--- config.mk ---
export PLATFORM = sky130hd
export DESIGN_NAME = hex_mem_arb
export DESIGN_NICKNAME = d
export VERILOG_FILES = /design/src/rtl/hex_mem_arb.sv
export SDC_FILE = /design/constraint.sdc
export NUM_CORES = 1
export LEC_CHECK = 0
export ABC_AREA = 1
export CORE_AREA = 2 2 109 111
export DETAILED_ROUTE_END_ITERATION = 7
export DIE_AREA = 0 0 111 113
export PLACE_DENSITY_LB_ADDON = 0.05
export SLEW_MARGIN = 20
export SYNTH_ARGS = -nofsm -noshare
export SYNTH_HDL_FRONTEND = slang
export SYNTH_SLANG_ARGS = --single-unit
--- constraint.sdc ---
create_clock -name clk -period 1.7 [get_ports clk]
set_clock_uncertainty 0.05 [all_clocks]
set_input_delay 0.425 -clock clk [delete_from_list [all_inputs] [get_ports clk]]
set_output_delay 0.425 -clock clk [all_outputs]
set_load 0.05 [all_outputs]
--- src/rtl/hex_mem_arb.sv ---
// hex_mem_arb: shares the single-port hex processor memory between three requesters.
//
// Requesters, highest priority first:
//   host  - loader/debug port, read/write, always wins
//   data  - core load/store port, read/write
//   fetch - core instruction fetch, read-only, byte addressed
// Data normally beats fetch. After FETCH_MAX_WAIT consecutive denied fetch cycles,
// fetch beats data. Grants are combinational, so a winning request is accepted in
// its first cycle. Read data returns one cycle later on the winner's rvalid.
//
// Ports:
//   clk, rst                        clock, asynchronous active-high reset
//   host_req/we/addr/wdata          host request (word address)
//   host_gnt/rvalid/rdata           host grant and read return
//   data_req/we/addr/wdata          core data request (word address)
//   data_gnt/rvalid/rdata           core data grant and read return
//   fetch_req/addr                  instruction fetch request (byte address)
//   fetch_gnt/rvalid/instr          fetch grant and returned instruction byte
//   mem_en/we/addr/wdata            synchronous memory request
//   mem_rdata                       memory read data, one cycle after a read

module hex_mem_arb #(
  parameter int unsigned FETCH_MAX_WAIT = 4  // legal range 1..15
) (
  input  logic        clk,
  input  logic        rst,

  input  logic        host_req,
  input  logic        host_we,
  input  logic [15:0] host_addr,
  input  logic [31:0] host_wdata,
  output logic        host_gnt,
  output logic        host_rvalid,
  output logic [31:0] host_rdata,

  input  logic        data_req,
  input  logic        data_we,
  input  logic [15:0] data_addr,
  input  logic [31:0] data_wdata,
  output logic        data_gnt,
  output logic        data_rvalid,
  output logic [31:0] data_rdata,

  input  logic        fetch_req,
  input  logic [17:0] fetch_addr,
  output logic        fetch_gnt,
  output logic        fetch_rvalid,
  output logic [7:0]  fetch_instr,

  output logic        mem_en,
  output logic        mem_we,
  output logic [15:0] mem_addr,
  output logic [31:0] mem_wdata,
  input  logic [31:0] mem_rdata
);

  localparam logic [3:0] MaxWait = 4'(FETCH_MAX_WAIT);

  // Owner of the read whose data arrives on mem_rdata this cycle.
  typedef enum logic [1:0] {
    TagNone  = 2'd0,
    TagHost  = 2'd1,
    TagData  = 2'd2,
    TagFetch = 2'd3
  } tag_e;

  logic [3:0] wait_cnt_q, wait_cnt_d;
  tag_e       tag_q, tag_d;
  logic [1:0] bsel_q, bsel_d;
  logic       starved;

  assign starved = (wait_cnt_q == MaxWait);

  // ---------------------------------------------------------------------------
  // Arbitration
  // ---------------------------------------------------------------------------
  always_comb begin
    host_gnt  = 1'b0;
    data_gnt  = 1'b0;
    fetch_gnt = 1'b0;
    if (host_req) begin
      host_gnt = 1'b1;
    end else if (fetch_req && (starved || !data_req)) begin
      fetch_gnt = 1'b1;
    end else if (data_req) begin
      data_gnt = 1'b1;
    end
  end

  // ---------------------------------------------------------------------------
  // Memory request mux; idle bus drives all zeros
  // ---------------------------------------------------------------------------
  always_comb begin
    mem_en    = 1'b0;
    mem_we    = 1'b0;
    mem_addr  = 16'h0000;
    mem_wdata = 32'h0000_0000;
    if (host_gnt) begin
      mem_en    = 1'b1;
      mem_we    = host_we;
      mem_addr  = host_addr;
      mem_wdata = host_wdata;
    end else if (data_gnt) begin
      mem_en    = 1'b1;
      mem_we    = data_we;
      mem_addr  = data_addr;
      mem_wdata = data_wdata;
    end else if (fetch_gnt) begin
      mem_en    = 1'b1;
      mem_addr  = fetch_addr[17:2];
    end
  end

  // ---------------------------------------------------------------------------
  // Next state: read tag, fetch byte select, starvation counter
  // ---------------------------------------------------------------------------
  always_comb begin
    tag_d = TagNone;
    if (host_gnt) begin
      tag_d = host_we ? TagNone : TagHost;
    end else if (data_gnt) begin
      tag_d = data_we ? TagNone : TagData;
    end else if (fetch_gnt) begin
      tag_d = TagFetch;
    end
  end

  always_comb begin
    bsel_d = bsel_q;
    if (fetch_gnt) begin
      bsel_d = fetch_addr[1:0];
    end
  end

  always_comb begin
    wait_cnt_d = wait_cnt_q;
    if (!fetch_req || fetch_gnt) begin
      wait_cnt_d = 4'd0;
    end else if (wait_cnt_q != MaxWait) begin
      wait_cnt_d = wait_cnt_q + 4'd1;
    end
  end

  always_ff @(posedge clk or posedge rst) begin
    if (rst) begin
      wait_cnt_q <= 4'd0;
      tag_q      <= TagNone;
      bsel_q     <= 2'd0;
    end else begin
      wait_cnt_q <= wait_cnt_d;
      tag_q      <= tag_d;
      bsel_q     <= bsel_d;
    end
  end

  // ---------------------------------------------------------------------------
  // Read return
  // ---------------------------------------------------------------------------
  assign host_rvalid  = (tag_q == TagHost);
  assign data_rvalid  = (tag_q == TagData);
  assign fetch_rvalid = (tag_q == TagFetch);

  assign host_rdata = mem_rdata;
  assign data_rdata = mem_rdata;

  // Gated so the byte reads as zero when no fetch is returning, which keeps the
  // output defined out of reset regardless of what the memory presents.
  always_comb begin
    fetch_instr = 8'h00;
    if (fetch_rvalid) begin
      unique case (bsel_q)
        2'd0: fetch_instr = mem_rdata[7:0];
        2'd1: fetch_instr = mem_rdata[15:8];
        2'd2: fetch_instr = mem_rdata[23:16];
        2'd3: fetch_instr = mem_rdata[31:24];
        default: fetch_instr = 8'h00;
      endcase
    end
  end

endmodule

[Yosys cells after proc, flatten, opt, wreduce, memory -nomap -nowiden]
Index checks and enable logic that the tools add are counted.
Storage, ports and cells
  bits in registers: 8
  input bits: 153
  output and inout port bits: 128
Cells by class
  $add $sub $neg: 1
  equality and inequality tests: 8
  multiplexer cells: 25
  reductions and logical operators: 7
Operator list (number)
  32-bit 2-to-1 mux: 2
  16-bit 2-to-1 mux: 3
  8-bit one-hot mux with 4 select lines: 1
  1-bit 2-to-1 mux: 12
  2-bit == test, second input constant: 4
  2-bit 2-to-1 mux: 4
  4-bit 2-to-1 mux: 2
  8-bit 2-to-1 mux: 1
  4-bit by 1-bit adder with 4-bit output, second input constant: 1
  2-bit by 1-bit == test with 1-bit output, second input constant: 2
  4-bit by 3-bit == test with 1-bit output, second input constant: 1
  4-bit by 3-bit != test with 1-bit output, second input constant: 1
  1-bit zero test: 2
  2-bit zero test: 1
  1-bit logical OR: 2
  2-bit nonzero test: 1
  1-bit logical AND: 1

[Depth between registers and ports, before layout]
  depth in word-level cells: 8
  gate-level depth with buffers: 8
  depth with buffers taken out: 8

[Worst setup path before layout]
Ideal clock, no wire load.
  kind: reg2out
  start: register wait_cnt_q[0]
  end: output port data_gnt
  arrival time: 1.806 ns
  required time: 1.225 ns
  path slack: -0.581 ns
  stages on the path, launching flop included: 7
  buffers on the path: 1
  cell sequence: dfrtp_1 > inv_1 > ha_1 > nand3_4 > nand2_8 > buf_4 > a21oi_1
Between the ends
  word-level cells in the longest chain between the ends: 5
Ends and longest elaborated chain
  start: declaration: RTL line 67  | logic [3:0] wait_cnt_q, wait_cnt_d;
  start signal: assignment: RTL line 150  | wait_cnt_q <= wait_cnt_d;
  4-bit by 3-bit == test with 1-bit output: RTL line 72  | assign starved = (wait_cnt_q == MaxWait);
  1-bit logical OR: RTL line 83  | end else if (fetch_req && (starved || !data_req)) begin
  1-bit logical AND: RTL line 83
  1-bit 2-to-1 mux: RTL line 83
  1-bit 2-to-1 mux: RTL line 81  | if (host_req) begin
  end: declaration: RTL line 40  | output logic data_gnt,
Every way passes these cells.

[Final worst setup path]
  start: register wait_cnt_q[1]
  end: output port mem_addr[12]
Between the ends
  word-level cells in the longest chain between the ends: 8
Ends and longest elaborated chain
  4-bit by 3-bit == test with 1-bit output (*): RTL line 72
  1-bit logical OR (*): RTL line 83
  1-bit logical AND (*): RTL line 83
  1-bit 2-to-1 mux: RTL line 83
  1-bit 2-to-1 mux: RTL line 81
  16-bit 2-to-1 mux: RTL line 108  | end else if (fetch_gnt) begin
  16-bit 2-to-1 mux (*): RTL line 103  | end else if (data_gnt) begin
  16-bit 2-to-1 mux (*): RTL line 98  | if (host_gnt) begin
  end: declaration: RTL line 52  | output logic [15:0] mem_addr,
Mark *: on every way between the ends. The rest lies on a longest branch, timed or not.

==> impl_metrics.yaml <==
grt:
  grt_overflow: 0
  track_usage_pct: 20.80
  grt_pass1_wl_mm: 20.87
  grt_max_degree: 25
  antenna_found_initial: 0
  grt_pass1_vias: 3763
routing:
  vias_per_cell: 4.472
  drt-initial-drc-count: 118
  via_count: 3470
  drtAntennaViolNets: 0
  drc: 0
  wirelength_mm: 13.77
  dr.pass1.iters: 4
  wire_per_inst_um: 17.75
finish:
  final_area_um2: 7961
  n_antenna_cell: 0
  fin_nets: 790
  seq_area_um2: 201.4
  fin_util_pct: 70.63
  num-fill-cells: 845
  drive_gt1_share_pct: 59.40
  multi_input_area_um2: 2440
  final_cells: 776
  area_growth_pct: 290.6
timing:
  slew_headroom_pct: 78.31
  final_max_slew_viol_count: 0
  finalHoldViolations: 0
  post-route-min-period_ns: 2.120
  rsz0062_at_grt: "true"
  hold_ws_ns: 0.3947
  tightest_slew_ns: 0.3251
  timing.setup.tns_ns: -21.17
  fin_crit_sh_pct: 124.7
  setup_viol: 61
  clock.fmax_mhz: 471.6
  setup_ws_ns: -0.4205
power:
  leakagePower_nw: 3.456
  p_per_area_nw_per_um2: 479.0
  power_mw: 3.814
  peakVddDrop_mv: 0.8485
worst_setup_path:
  crit_chain: "inv_2 > ha_4 > nand3_4 > nand2_8 > nand2_8 > buf_4 > nand3_4 > nand3_4 > buf_12"
  cp_data_required_time_ns: 1.22
  slowest_delay_ns: 0.38
  criticalPathCategory: "reg -> out"
  start_kind: "flop"
  cp_max_fo: 5
  crit_path_end_kind: "output port"
  worstPathArrival_ns: 1.65
  critPathMostFrequentCell: "nand3_4"
  slowest_stage: "dfrtp_1"
place:
  gp_congestion: 0.8086
  hpwl_mm: 11.28
  port_buffers: 280
  dpl_cell_area_um2: 7067
  dp_cells: 757
  pre_cts_slack_ns: -0.6698
synth:
  ys_seq_elements: 8
  ys_seq_area_share_pct: 9.822
  syn_nets: 504
  yosysUniqueCellTypes: 22
  synth_warnings: 0
  avgSynthCellArea_um2: 5.840
  netlist_instances: 349
  synth.cell_area_um2: 2038
clock_tree:
  clockBufferDepth: 2
  clock_latency_ns: 0.23
  clkSlewWorstSetupHoldPaths_ns: 0.04
  h-tree-depth: 1
  cts_sinks: 8
  tritoncts: "done"
  cts_inserted_buffers: 3
  root_buffer: "clkbuf_16"
  cts-hold-fix-buffers: 0
die:
  rows: 39
  die_w_um: 111
  die_h_um: 113
  io_pins: 281
  core_area_um2: 11270
  fp.dieArea_um2: 12540
  initial_core_util_pct: 18.08
outcome:
  outcome: "finished with violations"
  violations: "negative setup slack"
run:
  maxCapViolCount: 0
hold_path:
  hold_path_class: "in -> async"
[cells by family after synthesis]
| logic type | after synthesis | synth area share (%) |
|---|---|---|
| and+or+nand+nor | 208 | 47.33 |
| buffers and inverters | 101 | 33.39 |
| AOI/OAI and AO/OA | 28 | 7.366 |
| DFF | 8 | 9.822 |
| adders and majority gates | 2 | 1.228 |
| xor gates and xnor gates | 2 | 0.8596 |
[final timing paths]
kind	startpoint	to	slack, ns	cells after the start
worst min-delay path	rst	wait_cnt_q[0]$_DFFE_PP0P_	0.39	2
min in group clk	wait_cnt_q[3]$_DFFE_PP0P_	wait_cnt_q[3]$_DFFE_PP0P_	0.54	3
worst max-delay path	wait_cnt_q[1]$_DFFE_PP0P_	mem_addr[12]	-0.42	9
worst min register to register	wait_cnt_q[3]$_DFFE_PP0P_	wait_cnt_q[3]$_DFFE_PP0P_	0.54	3
worst max register to register	wait_cnt_q[1]$_DFFE_PP0P_	wait_cnt_q[0]$_DFFE_PP0P_	0.13	9
max in group asynchronous	rst	bsel_q[0]$_DFFE_PP0N_	0.94	2
[Yosys cell counts]
cell type | number | share of area [%]
xor2_1 | 2 | 0.86
nand2_1 | 110 | 20
nand3_4 | 1 | 0.86
nor2_4 | 1 | 0.55
inv_2 | 2 | 0.37
ha_1 | 2 | 1.2
nand2_4 | 1 | 0.55
nor2_1 | 8 | 1.5
clkbuf_1 | 3 | 0.55
buf_2 | 10 | 2.5
a31oi_1 | 8 | 2.5
o21ai_0 | 18 | 4.4
nand2_8 | 1 | 0.98
nand3_1 | 67 | 16
o21ai_1 | 1 | 0.25
buf_6 | 5 | 2.8
buf_4 | 67 | 25
nand4_1 | 17 | 5.2
dfrtp_1 | 8 | 9.8
inv_1 | 14 | 2.6
nand3_2 | 2 | 0.98
a21oi_1 | 1 | 0.25
[timing repair]
item,in CTS,in global routing
setup endpoints to repair,64,85
setup buffers,7,6
gates resized for setup,99,74
pin swaps,18,15
cloned,5,0
[power breakdown]
part / leakage, nW / switching (mW) / internal, mW
Combinational: 3.32 / 1.62 / 1.56
Clock: 0.0370 / 0.0931 / 0.303
Sequential: 0.103 / 0.0274 / 0.216
[state kept, by name, summed over array words and instances (netlist names)]
name / flops
wait_cnt_q: 4
bsel_q: 2
tag_q: 2
[cell type report]
type                            count  area share [%]
Inverter                           16          0.8801
Multi-Input combinational cell    241           30.65
Tap cell                          143           2.247
Sequential cell                     8           2.530
Timing Repair Buffer              364           62.66
Clock buffer                        3          0.9430
Timing Repair inverter              1         0.09430
[placed cells by master, fill, tap and decap left out, types with 8 or more instances in the layout]
master,Yosys,final
nand3_2,2,27
nand4_1,17,17
dlygate4sd2_1,0,12
a31oi_4,0,8
buf_6,5,21
buf_4,67,49
nand2_4,1,39
buf_12,0,136
clkdlybuf4s50_1,0,123
dlymetal6s2s_1,0,15
nand3_4,1,41
o21ai_2,0,9
nand2_1,110,60
[worst max-delay path, delay by kind of cell, from the launching register on]
kind,cells,cell delay [ns]
fa+ha+maj,1,0.14
flops,1,0.38
buf+inv,3,0.42
simple gates,5,0.45
[per-layer routing]
metal | routed length, um | track usage, % | vias up | part of all wire (%)
li1 | - | - | 1674 | -
met1 | 4676 | 22.26 | 1634 | 34
met2 | 8157 | 42.49 | 150 | 59
met3 | 747 | 4.017 | 12 | 5.4
met4 | 193 | 3.417 | 0 | 1.4
met5 | 0 | 0 | - | 0
No activity file was read; power rests on OpenSTA's default activity.
